**src/rtl/redux_multiciclo.sv**
```systemverilog
// redux_multiciclo -- multi-cycle Redux-V CPU core.
//
// Same 8-bit instruction format and four-register file as the single-cycle
// Redux-V, with a generic data width and external instruction/data memories
// reached through req/ack handshakes. Controlled by a FETCH/EXEC/MEM/HALT FSM.
//
// Handshake (both memory ports): req is driven combinationally from the FSM
// state and is high exactly in FETCH (imem) or MEM (dmem) while rst=0. Address,
// we and wdata stay stable while req is high. The memory completes the access
// by raising ack for one cycle (same cycle as req for zero wait states); the
// core consumes rdata in that cycle and drops req in the next. An ack seen
// while the matching req is low is ignored.
//
// Parameters:
//   DATA_W  register/ALU/data word width (8..32)
//   ADDR_W  pc and memory address width (4..16)
//
// Ports:
//   clk, rst                 clock; synchronous active-high reset
//   imem_req/addr/ack/rdata  instruction fetch port (addr = pc)
//   dmem_req/we/addr/wdata/ack/rdata  data port (addr = R[rb], wdata = R[ra])
//   pc                       address of the instruction in flight
//   halted                   high while the FSM is in HALT
//   fsm_state                current FSM state (0 FETCH, 1 EXEC, 2 MEM, 3 HALT)
//
// Optional feature, macro REDUX_PERF_EN: adds saturating 32-bit counters
//   ciclos      +1 every non-reset cycle while not halted
//   instrucoes  +1 per completed instruction (HALT included)

module redux_multiciclo #(
  parameter int DATA_W = 8,
  parameter int ADDR_W = 8
) (
  input  logic              clk,
  input  logic              rst,
  output logic              imem_req,
  output logic [ADDR_W-1:0] imem_addr,
  input  logic              imem_ack,
  input  logic [7:0]        imem_rdata,
  output logic              dmem_req,
  output logic              dmem_we,
  output logic [ADDR_W-1:0] dmem_addr,
  output logic [DATA_W-1:0] dmem_wdata,
  input  logic              dmem_ack,
  input  logic [DATA_W-1:0] dmem_rdata,
  output logic [ADDR_W-1:0] pc,
  output logic              halted,
  output logic [1:0]        fsm_state
`ifdef REDUX_PERF_EN
  ,
  output logic [31:0]       ciclos,
  output logic [31:0]       instrucoes
`endif
);

  typedef enum logic [1:0] {
    ST_FETCH = 2'd0,
    ST_EXEC  = 2'd1,
    ST_MEM   = 2'd2,
    ST_HALT  = 2'd3
  } state_t;

  localparam logic [3:0] OP_BRZR = 4'd0;
  localparam logic [3:0] OP_JI   = 4'd1;
  localparam logic [3:0] OP_LD   = 4'd2;
  localparam logic [3:0] OP_ST   = 4'd3;
  localparam logic [3:0] OP_ADDI = 4'd4;
  localparam logic [3:0] OP_NOT  = 4'd5;
  localparam logic [3:0] OP_AND  = 4'd6;
  localparam logic [3:0] OP_OR   = 4'd7;
  localparam logic [3:0] OP_XOR  = 4'd8;
  localparam logic [3:0] OP_ADD  = 4'd9;
  localparam logic [3:0] OP_SUB  = 4'd10;
  localparam logic [3:0] OP_SHL  = 4'd11;
  localparam logic [3:0] OP_SHR  = 4'd12;
  localparam logic [3:0] OP_MOVI = 4'd13;
  localparam logic [3:0] OP_HALT = 4'd14;
  localparam logic [3:0] OP_NOP  = 4'd15;

  state_t              state_q, state_d;
  logic [ADDR_W-1:0]   pc_q, pc_d, pc_inc;
  logic [7:0]          ir_q, ir_d;
  logic [DATA_W-1:0]   rf [4];

  logic [3:0]          op;
  logic [1:0]          ra, rb;
  logic [3:0]          imm;
  logic signed [3:0]   imm_s;
  logic [DATA_W-1:0]   rf_a, rf_b;
  logic [DATA_W-1:0]   sext_d;
  logic [ADDR_W-1:0]   sext_a;
  logic [4:0]          shamt;
  logic [DATA_W-1:0]   alu_res;

  logic                rf_we;
  logic [1:0]          rf_widx;
  logic [DATA_W-1:0]   rf_wdata;

  // Decode fields always come from IR; IR only changes on a fetch ack.
  assign op     = ir_q[7:4];
  assign ra     = ir_q[3:2];
  assign rb     = ir_q[1:0];
  assign imm    = ir_q[3:0];
  assign imm_s  = ir_q[3:0];
  assign rf_a   = rf[ra];
  assign rf_b   = rf[rb];
  // Signed size casts sign-extend the 4-bit immediate.
  assign sext_d = DATA_W'(imm_s);
  assign sext_a = ADDR_W'(imm_s);
  // Shift distance is R[rb] mod DATA_W (DATA_W need not be a power of two).
  assign shamt  = 5'(rf_b % DATA_W);
  assign pc_inc = pc_q + 1'b1;

  assign imem_addr  = pc_q;
  // Register value truncated or zero-extended to the address width.
  assign dmem_addr  = ADDR_W'(rf_b);
  assign dmem_wdata = rf_a;
  assign pc         = pc_q;
  assign halted     = (state_q == ST_HALT);
  assign fsm_state  = state_q;

  always_comb begin
    alu_res = '0;
    unique case (op)
      OP_ADDI: alu_res = rf[0] + sext_d;
      OP_NOT:  alu_res = ~rf_b;
      OP_AND:  alu_res = rf_a & rf_b;
      OP_OR:   alu_res = rf_a | rf_b;
      OP_XOR:  alu_res = rf_a ^ rf_b;
      OP_ADD:  alu_res = rf_a + rf_b;
      OP_SUB:  alu_res = rf_a - rf_b;
      OP_SHL:  alu_res = rf_a << shamt;
      OP_SHR:  alu_res = rf_a >> shamt;
      OP_MOVI: alu_res = DATA_W'(imm);
      default: alu_res = '0;
    endcase
  end

  always_comb begin
    state_d  = state_q;
    pc_d     = pc_q;
    ir_d     = ir_q;
    rf_we    = 1'b0;
    rf_widx  = ra;
    rf_wdata = alu_res;
    imem_req = 1'b0;
    dmem_req = 1'b0;
    dmem_we  = 1'b0;

    unique case (state_q)
      ST_FETCH: begin
        imem_req = 1'b1;
        if (imem_ack) begin
          ir_d    = imem_rdata;
          state_d = ST_EXEC;
        end
      end
      ST_EXEC: begin
        state_d = ST_FETCH;
        pc_d    = pc_inc;
        unique case (op)
          OP_LD, OP_ST: begin
            // pc advances only once the data access completes.
            state_d = ST_MEM;
            pc_d    = pc_q;
          end
          OP_HALT: begin
            state_d = ST_HALT;
            pc_d    = pc_q;
          end
          OP_BRZR: begin
            if (rf_a == '0) pc_d = ADDR_W'(rf_b);
          end
          OP_JI:   pc_d = pc_q + sext_a;
          OP_NOP:  ;
          OP_ADDI, OP_MOVI: begin
            rf_we   = 1'b1;
            rf_widx = 2'd0;
          end
          default: rf_we = 1'b1;
        endcase
      end
      ST_MEM: begin
        dmem_req = 1'b1;
        dmem_we  = (op == OP_ST);
        if (dmem_ack) begin
          if (op == OP_LD) begin
            rf_we    = 1'b1;
            rf_wdata = dmem_rdata;
          end
          pc_d    = pc_inc;
          state_d = ST_FETCH;
        end
      end
      ST_HALT: ;
    endcase

    // Requests drop in the very cycle reset is asserted.
    if (rst) begin
      imem_req = 1'b0;
      dmem_req = 1'b0;
      dmem_we  = 1'b0;
    end
  end

  always_ff @(posedge clk) begin
    if (rst) begin
      state_q <= ST_FETCH;
      pc_q    <= '0;
      ir_q    <= 8'hF0;
      for (int i = 0; i < 4; i++) rf[i] <= '0;
    end else begin
      state_q <= state_d;
      pc_q    <= pc_d;
      ir_q    <= ir_d;
      if (rf_we) rf[rf_widx] <= rf_wdata;
    end
  end

`ifdef REDUX_PERF_EN
  logic instr_done;

  // An instruction completes in EXEC unless it needs the data port, in which
  // case it completes on the data ack.
  assign instr_done = ((state_q == ST_EXEC) && (op != OP_LD) && (op != OP_ST)) ||
                      ((state_q == ST_MEM) && dmem_ack);

  always_ff @(posedge clk) begin
    if (rst) begin
      ciclos     <= '0;
      instrucoes <= '0;
    end else begin
      if (!halted && (ciclos != '1)) ciclos <= ciclos + 1'b1;
      if (instr_done && (instrucoes != '1)) instrucoes <= instrucoes + 1'b1;
    end
  end
`endif

endmodule

```
**config.mk**
```make
export PLATFORM = sky130hd
export DESIGN_NAME = redux_multiciclo
export DESIGN_NICKNAME = d
export VERILOG_FILES = /design/src/rtl/redux_multiciclo.sv
export SDC_FILE = /design/constraint.sdc
export NUM_CORES = 1
export LEC_CHECK = 0
export ABC_CLOCK_PERIOD_IN_PS = 6020
export CORE_MARGIN = 2
export CORE_UTILIZATION = 45
export CTS_CLUSTER_DIAMETER = 100
export DETAILED_ROUTE_END_ITERATION = 16
export PLACE_DENSITY = 0.64
export RECOVER_POWER = 100
export SYNTH_ARGS = -nofsm -noshare
export SYNTH_HDL_FRONTEND = slang
export SYNTH_SLANG_ARGS = --single-unit
```
**constraint.sdc**
```tcl
create_clock -name clk -period 6.02 [get_ports clk]
set_input_delay 0.602 -clock clk [delete_from_list [all_inputs] [get_ports clk]]
set_output_delay 0.602 -clock clk [all_outputs]
set_load 0.02 [all_outputs]
```
After elaboration in Yosys (flattened, before gate mapping):

Memory sizes are Yosys's and may differ from the RTL's. A register that Yosys moved wholly into a read port is not among the register bits.
Cells that the tools add are included.

* muxes and demuxes: 36
* bitwise gates (word level): 4
* equal/unequal tests: 21
* $add $sub $neg: 5
* shifts and indexed selects: 2
* reduce and logical (&&, ||, !) cells: 13

Operators with widths (count)
* $pmux W8 S10: 1
* $mux W8: 6
* $eq A4 B4 Y1 const B: 8
* $add A8 B8 Y8: 3
* $pmux W8 S3: 1
* $mux W2: 9
* $eq A4 B3 Y1 const B: 4
* $pmux W8 S2: 1
* $mux W1: 15
* $add A8 B1 Y8 const B: 1
* $and A8 B8 Y8: 1
* $eq A4 B2 Y1 const B: 2
* $logic_not A8 Y1: 1
* $not A8 Y8: 1
* $or A8 B8 Y8: 1
* $reduce_or A8 Y1: 1
* $shl A8 B3 Y8: 1
* $shr A8 B3 Y8: 1
* $sub A8 B8 Y8: 1
* $xor A8 B8 Y8: 1
* $ne A2 B2 Y1 const B: 3
* $pmux W2 S3: 1
* $reduce_and A3 Y1: 2
* $reduce_or A6 Y1: 1
* other kinds (12): 14

* output and inout port bits: 38
* bits in registers: 18
* input bits: 20
* word-level logic and storage cells: 85
* RAM bits: 32
* memories: 1

Memory list
* rf: words 4, bits a word 8, read ports 3, clocked after memory_dff 2, wr ports 4, line 83 `logic [DATA_W-1:0] rf [4];`

Depth between registers and ports, before layout:

* word-level depth: 9
* gate-level depth with buffers: 17
* mapped depth without buffers: 14

Least setup slack after synthesis:

Ideal clock, no wire load.

* kind: flip-flop to flip-flop
* start: reg (tool-made name)
* end: mem rf[2][7] (data pin)
* arrival: 3.736 ns
* setup slack: 2.016 ns
* library setup time: 0.268 ns
* cell stages (with the launch flop): 18
* data required time: 5.752 ns
* clock period less this slack: 4.004 ns
* buffers on the path: 3
* path through: dfxtp_1 > buf_2 > mux4_2 > buf_2 > buf_2 > inv_1 > ha_1 > nand2_1 > o21ai_0 > inv_1 > ha_1 > nor2b_1 > o31a_1 > o32ai_1 > xnor2_1 > mux2i_1 > nor4_2 > nor2_1

RTL lines (line)
* end: declaration: 83

==> results.txt <==
----------------------------------------------------
[Critical path]
  Worst reg2reg path depth ... 8
  Setup crit end ... rf[1][6]
  Data required time of the worst path ... ~6 ns
  Startpoint of the lowest-slack register-to-register path ... fsm_state[0]
  Critical path data arrival time ... just under 5 ns
  Flop2flop setup slack ... roughly 1.1 ns
  Launch point of the critical path ... fsm_state[0]
  Launching element type of the critical path ... flip-flop
  Critical path peak fanout ... 12
  FF-to-FF End ... rf[1][6]
  Sort of element at the end of the critical path ... flip-flop
  Kind of critical path ... reg2reg

[Synthesis]
  Area share of xor/xnor cells in the synthesized design ... about 5.0%
  Yosys cell types ... between 60 and 70
  Portion of netlist area occupied by mux cells ... between 10% and 20%
  Net count after synthesis ... 644
  Average instance area after synthesis ... between 8 and 9 um^2
  Register bit total from synthesis ... 54
  Post-synthesis share of cell area spent on and, or, nand and nor gates ... 20.3%
  Leading post-synthesis cells by cell area ... edfxtp_1 19%, ha_1 11%, dfxtp_1 8.7%
  Syn Std Cell Area ... slightly above 5000 um^2
  Share of flip-flops with an asynchronous set or reset after synthesis ... 0%
  Most frequently used flop master after synthesis ... edfxtp_1
  Portion of synthesized cell area occupied by the leading cell type ... between 10% and 20%
  Dominant cell type by area after synthesis ... edfxtp_1
  Compound-cell area share of the yosys netlist ... between 10% and 20%
  Adder-Cell Fraction of Synth Area ... 12.1%
  Dominant combinational cell family by area after synthesis ... simple AND/OR/NAND/NOR gates
  Post-synth EDFFs ... 32
  Synth warn ... 0
  Cells after synthesis ... a little under 600
  Sequential area share after synthesis ... between 20% and 30%

[Timing]
  Achievable Freq ... about 200 MHz
  Share of the cycle needed by the critical path after routing ... about four fifths
  Setup-failing EPs final ... 0
  Worst setup skew after layout ... around 0.0071 ns
  Hold Vio Cnt, Final ... 0
  Final TNS setup ... 0 ns
  Worst slew pin tran ... between 1.5 and 2 ns
  Slew Limit Headroom ... -19.6%
  Setup repair after global routing missed its margin ... no
  Number of max-slew violations in the final report ... 10
  Time the final worst path needs with I/O delays and setup ... around 4.9 ns

[Floorplan]
  Die Y ... 110 um
  Width of the die ... 110 um
  Starting utilization of the core area ... 46.5%
  Total number of placement rows ... 38
  Core outline area ... about 11,000 um^2
  Overall die area ... ~12,000 um^2
  I/O pins ... slightly below 60

[Power]
  Share of power burned in registers ... around 40%
  Int Pwr ... roughly 700 uW
  Leakage ... 0.00222 uW
  Fraction of power consumed by the clock network ... between 15 and 20%
  Overall power of the completed layout ... 1150 uW
  Net switching component of the power ... about 450 uW
  Worst IR Drop VDD ... around 0.00012 V
  Power density over the cells ... roughly 200 nW/um^2
  Switching portion of total power ... between 30% and 40%
  Combinational fraction of design power ... around 40%

[Detailed routing]
  Residual antenna-violating net count after detailed routing ... 0
  Total iterations of the first detailed-routing run ... 5
  Routed Wire Length ... between 15,000 and 20,000 um
  Drt wl/cell ... 20.9 um
  First-iteration detailed-routing DRC count ... approximately 470
  Via count normalized by instance count ... between 6 and 7
  # DRC ... 0
  Via count ... 4,602

[GRT]
  Met1 track demand over resource ... a little over a third
  Global routing usage on met2 ... roughly 45%
  Global-route track usage on met3 ... under 10%
  Global routing usage summed across all routing layers ... between 20% and 30%
  Number of global-route vias before repair ... 4,526
  Pin count of the biggest net entering global routing ... 28
  Peak-usage layer in the global routing report ... met2
  First-pass GRT wire length ... 24,800 um
  Number of antenna violations at the first check in global routing ... 0
  Grt total ovfl ... 0

[Status]
  Violated checks ... capacitance limit, slew limit
  Outcome ... finished, violations left

[Clocking]
  Clock Latency Late Sink ... 0.33 ns
  Clock Path Buffers ... 2
  CTS buffer count ... 5
  Clock-pin slew reported for the worst setup and hold paths after clock tree synthesis ... 0.10 ns
  CTS-repair resized insts ... 0
  Number of buffers added to fix hold violations after cts ... 0
  Buffer count from post-CTS setup fixing ... 0
  Number of clock sinks ... 54
  CTS tree ... yes
  Deepest level of the CTS H-tree ... 2
  Clock tree root driver cell ... clkbuf_8

[Job]
  Max cap viols ... 1

[Place]
  Global placement routability congestion ... approximately 0.94
  PortBufs ... 57
  Placed wire-length estimate after detailed placement ... about 12,000 um

[Final layout]
  Most common cell after layout, fill and taps aside ... nor2_1
  Final-stage net count ... around 670
  Commonest cells after routing, fill and taps aside ... 72 x nor2_1, 51 x nand2_1, 44 x ha_1
  Total inserted antenna cells ... 0
  Area growth from synthesis to layout ... 12.7%
  Post-layout utilization of the core ... 52.4%
  Proportion of layout cells with a drive suffix above 1 ... 6.14%
  FILL cells ... 1,019

[Hold path]
  Path category of the worst min-delay check ... reg2reg

----------------------------------------------------
==> sequential cells by signal, indices dropped and copies added (netlist names), named ones only <==
name / flops
fsm_state: 2
ir_q: 8
imem_addr: 8
rf: 32
==> area by class of cell <==
type / count / area (um^2) / share of cell area [%]
clock inverter: 2 / 15.0 / 0.263
sequential: 54 / 1400 / 24.6
multi-input combinational: 454 / 3340 / 58.5
timing repair buffer: 59 / 586 / 10.3
clock buffer: 6 / 82.6 / 1.45
tap: 140 / 175 / 3.07
inverter: 28 / 105 / 1.84
==> per-layer routing <==
layer	share of wire, %	vias to the layer above
met2	47	188
li1	-	2171
met3	7.6	31
met1	43	2212
met4	2.5	0
met5	0	-
==> cell families (layout without fill, tap and decap cells) <==
kind of cell               count (synthesis)  after routing
AOI/OAI and AO/OA                        138            138
xor gates and xnor gates                  29             29
adders and majority gates                 47             47
buffers and inverters                     69             95
DFF                                       54             54
muxes                                     28             28
and+or+nand+nor                          212            212
==> power by group through the flow <==
stage,clock network [uW],registers [uW],logic (uW)
after floorplan,0,440,344
after global placement,0,458,472
after detailed placement,0,459,476
after CTS,227,450,479
after global routing,238,455,517
final,227,450,475
==> synth_stat cells (6+ instances only) <==
library cell	n
a211oi_1	6
a21oi_1	40
a221oi_1	7
a22oi_1	6
and3_1	9
buf_4	8
clkbuf_1	27
dfxtp_1	22
edfxtp_1	32
ha_1	44
inv_1	27
mux2i_1	7
mux4_2	19
nand2_1	51
nand2b_1	18
nand3_1	14
nor2_1	71
nor2b_1	6
nor3_1	12
o21ai_0	22
or3_1	7
xnor2_1	19
xor2_1	10
==> metrics by stage <==
step | setup WS (ns) | cells | area (um^2) | hold slack [ns]
final | 1.14 | 743 | 5700 | 0.562
after global routing | 0.814 | 743 | 5700 | 0.598
after CTS | 1.48 | 743 | 5720 | 0.564
after detailed placement | 1.51 | 735 | 5630 | 0.548
after global placement | 1.56 | 735 | 5630 | 0.510
after floorplan | 2.02 | 577 | 5060 | 0.483
==> worst min path at each step <==
stage | cells past startpoint | end | slack, ns | startpoint
2_1_floorplan | 2 | flip-flop | 0.48 | ir_q[0]
3_3_place_gp | 2 | fsm_state[1] | 0.51 | fsm_state[1]
3_5_place_dp | 2 | fsm_state[1] | 0.55 | fsm_state[1]
4_1_cts | 2 | fsm_state[1] | 0.56 | fsm_state[1]
5_1_grt | 2 | fsm_state[1] | 0.60 | fsm_state[1]
6_report | 2 | fsm_state[1] | 0.56 | fsm_state[1]
==> worst max-delay path, cell delays in order, from the launching register on <==
cell and delay (ns):
dfxtp_1 0.37, inv_1 0.10, ha_1 0.42, nand2_1 0.17, nor4_1 1.37, o21ai_0 0.51, or2_0 0.55, or3_1 0.62
nand2b_1 0.42
Power figures use the tool's default switching activity.
